### config.mk
export PLATFORM = sky130hd
export DESIGN_NAME = ex_btc_minmax_acc
export DESIGN_NICKNAME = d
export VERILOG_FILES = /design/src/rtl/ex_btc_minmax_acc_pkg.sv /design/src/rtl/ex_btc_minmax4.sv /design/src/rtl/ex_btc_minmax_acc.sv
export SDC_FILE = /design/constraint.sdc
export NUM_CORES = 1
export LEC_CHECK = 0
export ABC_CLOCK_PERIOD_IN_PS = 23000
export BUFFER_PORTS_ARGS = -buffer_cell sky130_fd_sc_hd__buf_4
export CORE_MARGIN = 1.5
export CORE_UTILIZATION = 45
export CTS_BUF_LIST = sky130_fd_sc_hd__clkbuf_8
export CTS_CLUSTER_DIAMETER = 30
export CTS_CLUSTER_SIZE = 14
export DETAILED_ROUTE_END_ITERATION = 10
export GPL_TIMING_DRIVEN = 0
export PLACE_DENSITY = 0.67
export SLEW_MARGIN = 20
export SYNTH_ARGS = -nofsm -noshare
export SYNTH_HDL_FRONTEND = slang
export SYNTH_SLANG_ARGS = --single-unit
### constraint.sdc
create_clock -name clock -period 23 [get_ports clock]
set_input_delay 1.15 -clock clock [delete_from_list [all_inputs] [get_ports clock]]
set_output_delay 1.15 -clock clock [all_outputs]
set_load 0.01 [all_outputs]
### src/rtl/ex_btc_minmax_acc_pkg.sv
// ex_btc_minmax_acc_pkg: shared BTC definitions for the min/max block accumulator.
//   state_t   : accumulator FSM encoding (IDLE=0, ACCUM=1, HOLD=2)
//   BEATS     : accepted beats per 4x4 block
//   btc_key   : 8-bit ordering key of an RGB555 pixel
package ex_btc_minmax_acc_pkg;

    typedef enum logic [1:0] {
        IDLE  = 2'd0,
        ACCUM = 2'd1,
        HOLD  = 2'd2
    } state_t;

    localparam int BEATS = 4;

    // Interleaved high bits of the three channels give a cheap luma-like order.
    function automatic logic [7:0] btc_key(input logic [14:0] p);
        return {p[9], p[8], p[14], p[4], p[7], p[13], p[3], p[6]};
    endfunction

endpackage

### src/rtl/ex_btc_minmax4.sv
// ex_btc_minmax4: combinational min/max-by-key over the four lanes of one beat.
//   lanes : four 15-bit RGB555 pixels, lane 0 in [0]
//   mn    : pixel with the smallest key (lowest lane wins ties)
//   mx    : pixel with the largest key (lowest lane wins ties)
module ex_btc_minmax4
    import ex_btc_minmax_acc_pkg::*;
(
    input  logic [3:0][14:0] lanes,
    output logic [14:0]      mn,
    output logic [14:0]      mx
);

    // Strict compares while walking lane0..lane3 keep the lowest lane on ties.
    always_comb begin
        mn = lanes[0];
        mx = lanes[0];
        for (int i = 1; i < 4; i++) begin
            mn = (btc_key(lanes[i]) < btc_key(mn)) ? lanes[i] : mn;
            mx = (btc_key(lanes[i]) > btc_key(mx)) ? lanes[i] : mx;
        end
    end

endmodule

### src/rtl/ex_btc_minmax_acc.sv
// ex_btc_minmax_acc: accumulates 4 beats of 4 RGB555 pixels into min/max endpoints.
//   clock, reset        : single clock, synchronous active-high reset
//   inValid/inReady     : pixel beat handshake, inPix = 4 lanes of RGB555 (bit 15 ignored)
//   outValid/outReady   : result handshake, outMinMax = {0,min,0,max}
//   outFlat             : min key equals max key (only with JX2_BTC_MINMAX_FLAT_EN, else 0)
//   outBeats            : beats accepted for the current block, modulo 4
module ex_btc_minmax_acc
    import ex_btc_minmax_acc_pkg::*;
(
    input  logic        clock,
    input  logic        reset,
    input  logic        inValid,
    output logic        inReady,
    input  logic [63:0] inPix,
    output logic        outValid,
    input  logic        outReady,
    output logic [31:0] outMinMax,
    output logic        outFlat,
    output logic [1:0]  outBeats
);

    state_t           state_q, state_d;
    logic [1:0]       cnt_q, cnt_d;
    logic [14:0]      mn_q, mn_d, mx_q, mx_d;
    logic [31:0]      res_q, res_d;
    logic [3:0][14:0] lanes;
    logic [14:0]      bmn, bmx, fmn, fmx;
    logic             acc, first;
    logic             unused_msb;

    assign lanes      = {inPix[62:48], inPix[46:32], inPix[30:16], inPix[14:0]};
    assign unused_msb = ^{inPix[63], inPix[47], inPix[31], inPix[15]};

    ex_btc_minmax4 u_red (
        .lanes (lanes),
        .mn    (bmn),
        .mx    (bmx)
    );

    assign outValid  = state_q == HOLD;
    assign inReady   = !outValid || outReady;
    assign outMinMax = res_q;
    assign outBeats  = cnt_q;
    assign acc       = inValid && inReady;
    // Outside ACCUM an accepted beat starts a fresh block from that beat alone.
    assign first     = state_q != ACCUM;

    // Earlier beats win ties because the accumulator is only replaced on strict compares.
    always_comb begin
        fmn     = (first || btc_key(bmn) < btc_key(mn_q)) ? bmn : mn_q;
        fmx     = (first || btc_key(bmx) > btc_key(mx_q)) ? bmx : mx_q;
        state_d = (state_q == HOLD && outReady) ? IDLE : state_q;
        cnt_d   = cnt_q;
        mn_d    = mn_q;
        mx_d    = mx_q;
        res_d   = res_q;
        if (acc) begin
            mn_d    = fmn;
            mx_d    = fmx;
            cnt_d   = cnt_q + 2'd1;
            state_d = ACCUM;
            if (cnt_q == 2'(BEATS - 1)) begin
                res_d   = {1'b0, fmn, 1'b0, fmx};
                state_d = HOLD;
            end
        end
    end

    always_ff @(posedge clock) begin
        if (reset) begin
            state_q <= IDLE;
            cnt_q   <= '0;
            mn_q    <= '0;
            mx_q    <= '0;
            res_q   <= '0;
        end else begin
            state_q <= state_d;
            cnt_q   <= cnt_d;
            mn_q    <= mn_d;
            mx_q    <= mx_d;
            res_q   <= res_d;
        end
    end

`ifdef JX2_BTC_MINMAX_FLAT_EN
    logic flat_q, flat_d;

    always_comb begin
        flat_d = (acc && cnt_q == 2'(BEATS - 1)) ? (btc_key(fmn) == btc_key(fmx)) : flat_q;
    end

    always_ff @(posedge clock) begin
        if (reset) flat_q <= 1'b0;
        else       flat_q <= flat_d;
    end

    assign outFlat = flat_q;
`else
    assign outFlat = 1'b0;
`endif

endmodule

-- After elaboration in Yosys (flattened, before gate mapping)
Index checks and enable logic that the tools add are counted.
- register bits after elaboration: 64
- output and inout port bits: 37
- add/sub/neg operators: 1
- order comparisons: 8
- equal/unequal tests: 3
- mux-type cells: 11
- reductions and logical operators: 8
- operators with widths (cell ; count):
    15-bit 2-to-1 mux ; 8
    8-bit > comparator ; 4
    8-bit < comparator ; 4
    2-bit 2-to-1 mux ; 3
    2-bit equality test (second input constant) ; 2
    1-bit logical OR ; 3
    2-bit by 1-bit adder with 2-bit output (second input constant) ; 1
    1-bit logical AND ; 2
    2-bit by 1-bit inequality test with 1-bit output (second input constant) ; 1
    2-bit AND reduction ; 1
    2-bit nonzero test ; 1
    1-bit zero test ; 1

-- Depth between registers and ports, before layout
- word-level depth: 9
- depth in mapped cells: 39
- gate-level depth less buffers: 36

-- Modules after synthesis
Synthesis repeated with hierarchy kept, for this count alone.
- cell total of the unflattened synthesis: 669
- area total of the unflattened synthesis: 5763.0 sq um
- by module, submodules not included (module ; times used ; cells each ; area each (sq um)):
    ex_btc_minmax_acc ; 1 ; 361 ; 3266.9
    ex_btc_minmax4 ; 1 ; 308 ; 2496.1

-- Worst setup path after synthesis
Ideal clock, no wire load.
- kind: input -> register
- start point: in inPix[3]
- end point: reg res_q[2], in the netlist outMinMax[2]
- data arrival time: 7.996 ns
- required time: 22.920 ns
- path slack: 14.924 ns
- stages: 38
- buffers on the path: 3
- cell sequence: inv_1 > ha_1 > nor2b_1 > o211ai_2 > a211o_1 > nand2_4 > clkbuf_1 > a21oi_1 > ha_1 > and4_1 > and2_1 > nand2_1 > nor4_1 > o41ai_4 > o21a_2 > buf_4 > o21a_1 > ha_1 > [2 not listed] > a21oi_1 > o21ai_0 > a21oi_1 > a211oi_1 > or2_2 > clkbuf_1 > a31oi_1 > inv_1 > ha_1 > nor2b_1 > o21a_1 > o21a_1 > o21ai_0 > a21oi_1 > o31a_1 > nor3_1 > a22oi_1 > o211ai_1
- word-level cells in the longest chain between the ends: 9
- RTL lines (element ; line ; RTL):
    from (decl) ; ex_btc_minmax_acc.sv:14 ; input logic [63:0] inPix,
    8-bit > comparator ; ex_btc_minmax4.sv:19 ; mx = (btc_key(lanes[i]) > btc_key(mx)) ? lanes[i] : mx;
    15-bit 2-to-1 mux (*) ; ex_btc_minmax4.sv:19 ;
    8-bit > comparator ; ex_btc_minmax4.sv:19 ;
    15-bit 2-to-1 mux (*) ; ex_btc_minmax4.sv:19 ;
    8-bit > comparator ; ex_btc_minmax4.sv:19 ;
    15-bit 2-to-1 mux (*) ; ex_btc_minmax4.sv:19 ;
    8-bit > comparator ; ex_btc_minmax_acc.sv:51 ; fmx = (first || btc_key(bmx) > btc_key(mx_q)) ? bmx : mx_q;
    1-bit logical OR ; ex_btc_minmax_acc.sv:51 ;
    15-bit 2-to-1 mux (*) ; ex_btc_minmax_acc.sv:51 ;
    to (signal assigned) ; ex_btc_minmax_acc.sv:81 ; res_q <= res_d;
    to (decl) ; ex_btc_minmax_acc.sv:25 ; logic [31:0] res_q, res_d;
Mark *: on every way between the ends. The rest lies on a longest branch, timed or not.
A chain may end at the register's enable or synchronous reset.

-- Worst setup path after layout
- start point: in inPix[9]
- end point: reg res_q[10], in the netlist outMinMax[10]
Same word-level chain as after synthesis.

==> impl_metrics.env <==
export IMPL_rows=39
export IMPL_yosys_top_cells_area="dfxtp_1, ha_1, a21oi_1"
export IMPL_die_x_um=112
export IMPL_synth_distinct_cells=62
export IMPL_cts_tree="built"
export IMPL_drv_slew=0
export IMPL_cts_buffers_inserted=9
export IMPL_rsz0062_at_grt="no"
export IMPL_crit_path_top_delay_cell="nor3_1"
export IMPL_crit_required_ps=23270
export IMPL_wl_per_cell_um=19.0
export IMPL_fin_ws_ps=13220
export IMPL_layout_nets=932
export IMPL_path_clk_slew_ps=70
export IMPL_netlist_top_cell_by_area="dfxtp_1"
export IMPL_grt_antenna_before_repair=0
export IMPL_drv_cap=0
export IMPL_initialDrtViolationCount=474
export IMPL_crit_type="in2reg"
export IMPL_netlist_area_um2=5380
export IMPL_setup_violations_final=0
export IMPL_cts_sinks=64
export IMPL_cts_resized=0
export IMPL_grt_pass1_wl_um=28300
export IMPL_ys_async_sr_fraction_pct=0
export IMPL_drtAntennaViolNets=0
export IMPL_critPathCaptureType="register"
export IMPL_dpl_hpwl_um=14700
export IMPL_grtUsageTotal_pct=28.4
export IMPL_vias=5862
export IMPL_cts_buffer_depth=2
export IMPL_layout_commonest_cell="buf_4"
export IMPL_min_path_type="reg2reg"
export IMPL_synth_edff_count=0
export IMPL_start_util_pct=46.7
export IMPL_drtPass1Iterations=8
export IMPL_cts_setup_buffers=0
export IMPL_fin_skew_ps=6.44
export IMPL_num_io_pins=105
export IMPL_ys_warn_count=0
export IMPL_fin_crit_sh_pct=42.5
export IMPL_max_slew_margin_pct=28.1
export IMPL_cp_start_kind="input pin"
export IMPL_dieHeight_um=112
export IMPL_violations="design-rule violations"
export IMPL_p_per_area_nw_per_um2=69.9
export IMPL_finalSetupTns_ps=0
export IMPL_period_needed_ps=9780
export IMPL_totalWireLength_um=18200
export IMPL_holdBufCountCts=0
export IMPL_htreeDepth=3
export IMPL_viasPerCell=6.12
export IMPL_ys_flop_type="dfxtp_1"
export IMPL_drc=3
export IMPL_diodes=0
export IMPL_final_cell_mix="buf_4, nand2_1, dfxtp_1"
export IMPL_area_delta_synth_final_pct=19.9
export IMPL_ys_ff_latch=64
export IMPL_cts_root_buf="clkbuf_8"
export IMPL_drive_above_1_share_pct=16.9
export IMPL_core_um2=11500
export IMPL_place_gp_congestion=0.958
export IMPL_worst_slew_pin_slew_ps=1070
export IMPL_clock_latency_ps=360
export IMPL_cp_slowest_stage_delay_ps=870
export IMPL_overflow=0
export IMPL_avgSynthCellArea_um2=7.65
export IMPL_outcome="finished, violations left"
export IMPL_port_buffers=96
export IMPL_critPathArrivalTime_ps=10050
export IMPL_yosysSeqAreaShare_pct=23.8
export IMPL_grt_max_degree=11
export IMPL_max_freq_ghz=0.102
export IMPL_crit_fanout=10
export IMPL_hold_violations=0
export IMPL_grt_pass1_vias=5516
export IMPL_netlist_area_leader_share_pct=23.8
export IMPL_ff2ff_setup_slack_ps=19930
export IMPL_die_area_um2=12600
export IMPL_irDropWorstVdd_mv=0.0503
export IMPL_syn_instance_count=703
export IMPL_dp_slack_ps=13030
export IMPL_p_leak_uw=0.00292
export IMPL_hold_ws_ps=476
per-stage QoR:
step	cell area, µm²	cells	total power (µW)	utilization, %
2_1_floorplan	5380	705	294	-
3_3_place_gp	6280	944	355	54.6
3_5_place_dp	6280	944	361	54.6
4_1_cts	6440	958	448	55.9
5_1_grt	6440	958	483	55.9
6_report	6440	958	450	55.9
report_power, final:
group	leakage, µW	switching (µW)	internal (µW)
Clock	0.0000838	45.8	40.2
Combinational	0.00231	143	89.9
Sequential	0.000523	8.24	123
Total	0.00292	197	253
routing by layer:
layer  part of all wire, %  global-route usage [%]
met5                     0                       0
met4                   2.8                    11.2
met3                   8.2                    6.10
met2                    47                    47.4
met1                    42                    35.8
logic make-up (layout without fill, tap and decap cells):
logic type	Yosys count	in the layout	synth area share (%)
buffers and inverters	93	203	6.89
adders and majority gates	52	52	12.1
muxes	16	16	3.10
and+or+nand+nor	193	193	17.0
other	1	3	0.0698
xor gates and xnor gates	1	1	0.163
DFF	64	64	23.8
AOI/OAI and AO/OA	283	283	36.9
worst max-delay path: cells and delay by family:
kind / cells / cell delay (ps)
compound gates: 19 / 4440
buf+inv: 6 / 1280
simple gates: 10 / 2140
fa+ha+maj: 4 / 1020
final cells by class:
class | count | area, µm²
fillers | 1087 | 5070
multi-input cells | 548 | 3730
flip-flops and latches | 64 | 1280
repair buffers | 96 | 721
inverters | 54 | 203
well taps | 143 | 179
plain buffers | 39 | 168
clock buffers | 10 | 138
clock inverters | 4 | 22.5
cell usage after synthesis, drive strengths merged, types with 7 or more instances:
| master | count |
|---|---|
| nand2b | 7 |
| dfxtp | 64 |
| nand4 | 7 |
| o21ai | 45 |
| nand2 | 79 |
| a211o | 7 |
| and2 | 13 |
| inv | 54 |
| o211ai | 31 |
| buf | 9 |
| a221oi | 7 |
| a21o | 23 |
| a311oi | 7 |
| nand3 | 11 |
| nor2 | 41 |
| a211oi | 37 |
| nor2b | 17 |
| ha | 52 |
| a22oi | 7 |
| o21a | 14 |
| clkbuf | 30 |
| mux2i | 11 |
| a21oi | 63 |
| a32oi | 18 |
registers in the layout, indices dropped and copies added, names as in the netlist:
name and cells:
outBeats 2, mn_q 15, mx_q 15, outMinMax 30, state_q 2
worst paths after layout:
check / endpoint / cells after the start / start
min: outMinMax[18]$_SDFFE_PP0P_ / 2 / outMinMax[18]$_SDFFE_PP0P_
max: outMinMax[10]$_SDFFE_PP0P_ / 39 / inPix[9]
max reg2reg: outMinMax[11]$_SDFFE_PP0P_ / 8 / state_q[1]$_SDFFE_PP0P_
min reg2reg: outMinMax[18]$_SDFFE_PP0P_ / 2 / outMinMax[18]$_SDFFE_PP0P_
Note: power is estimated with default switching activity, not from simulation.
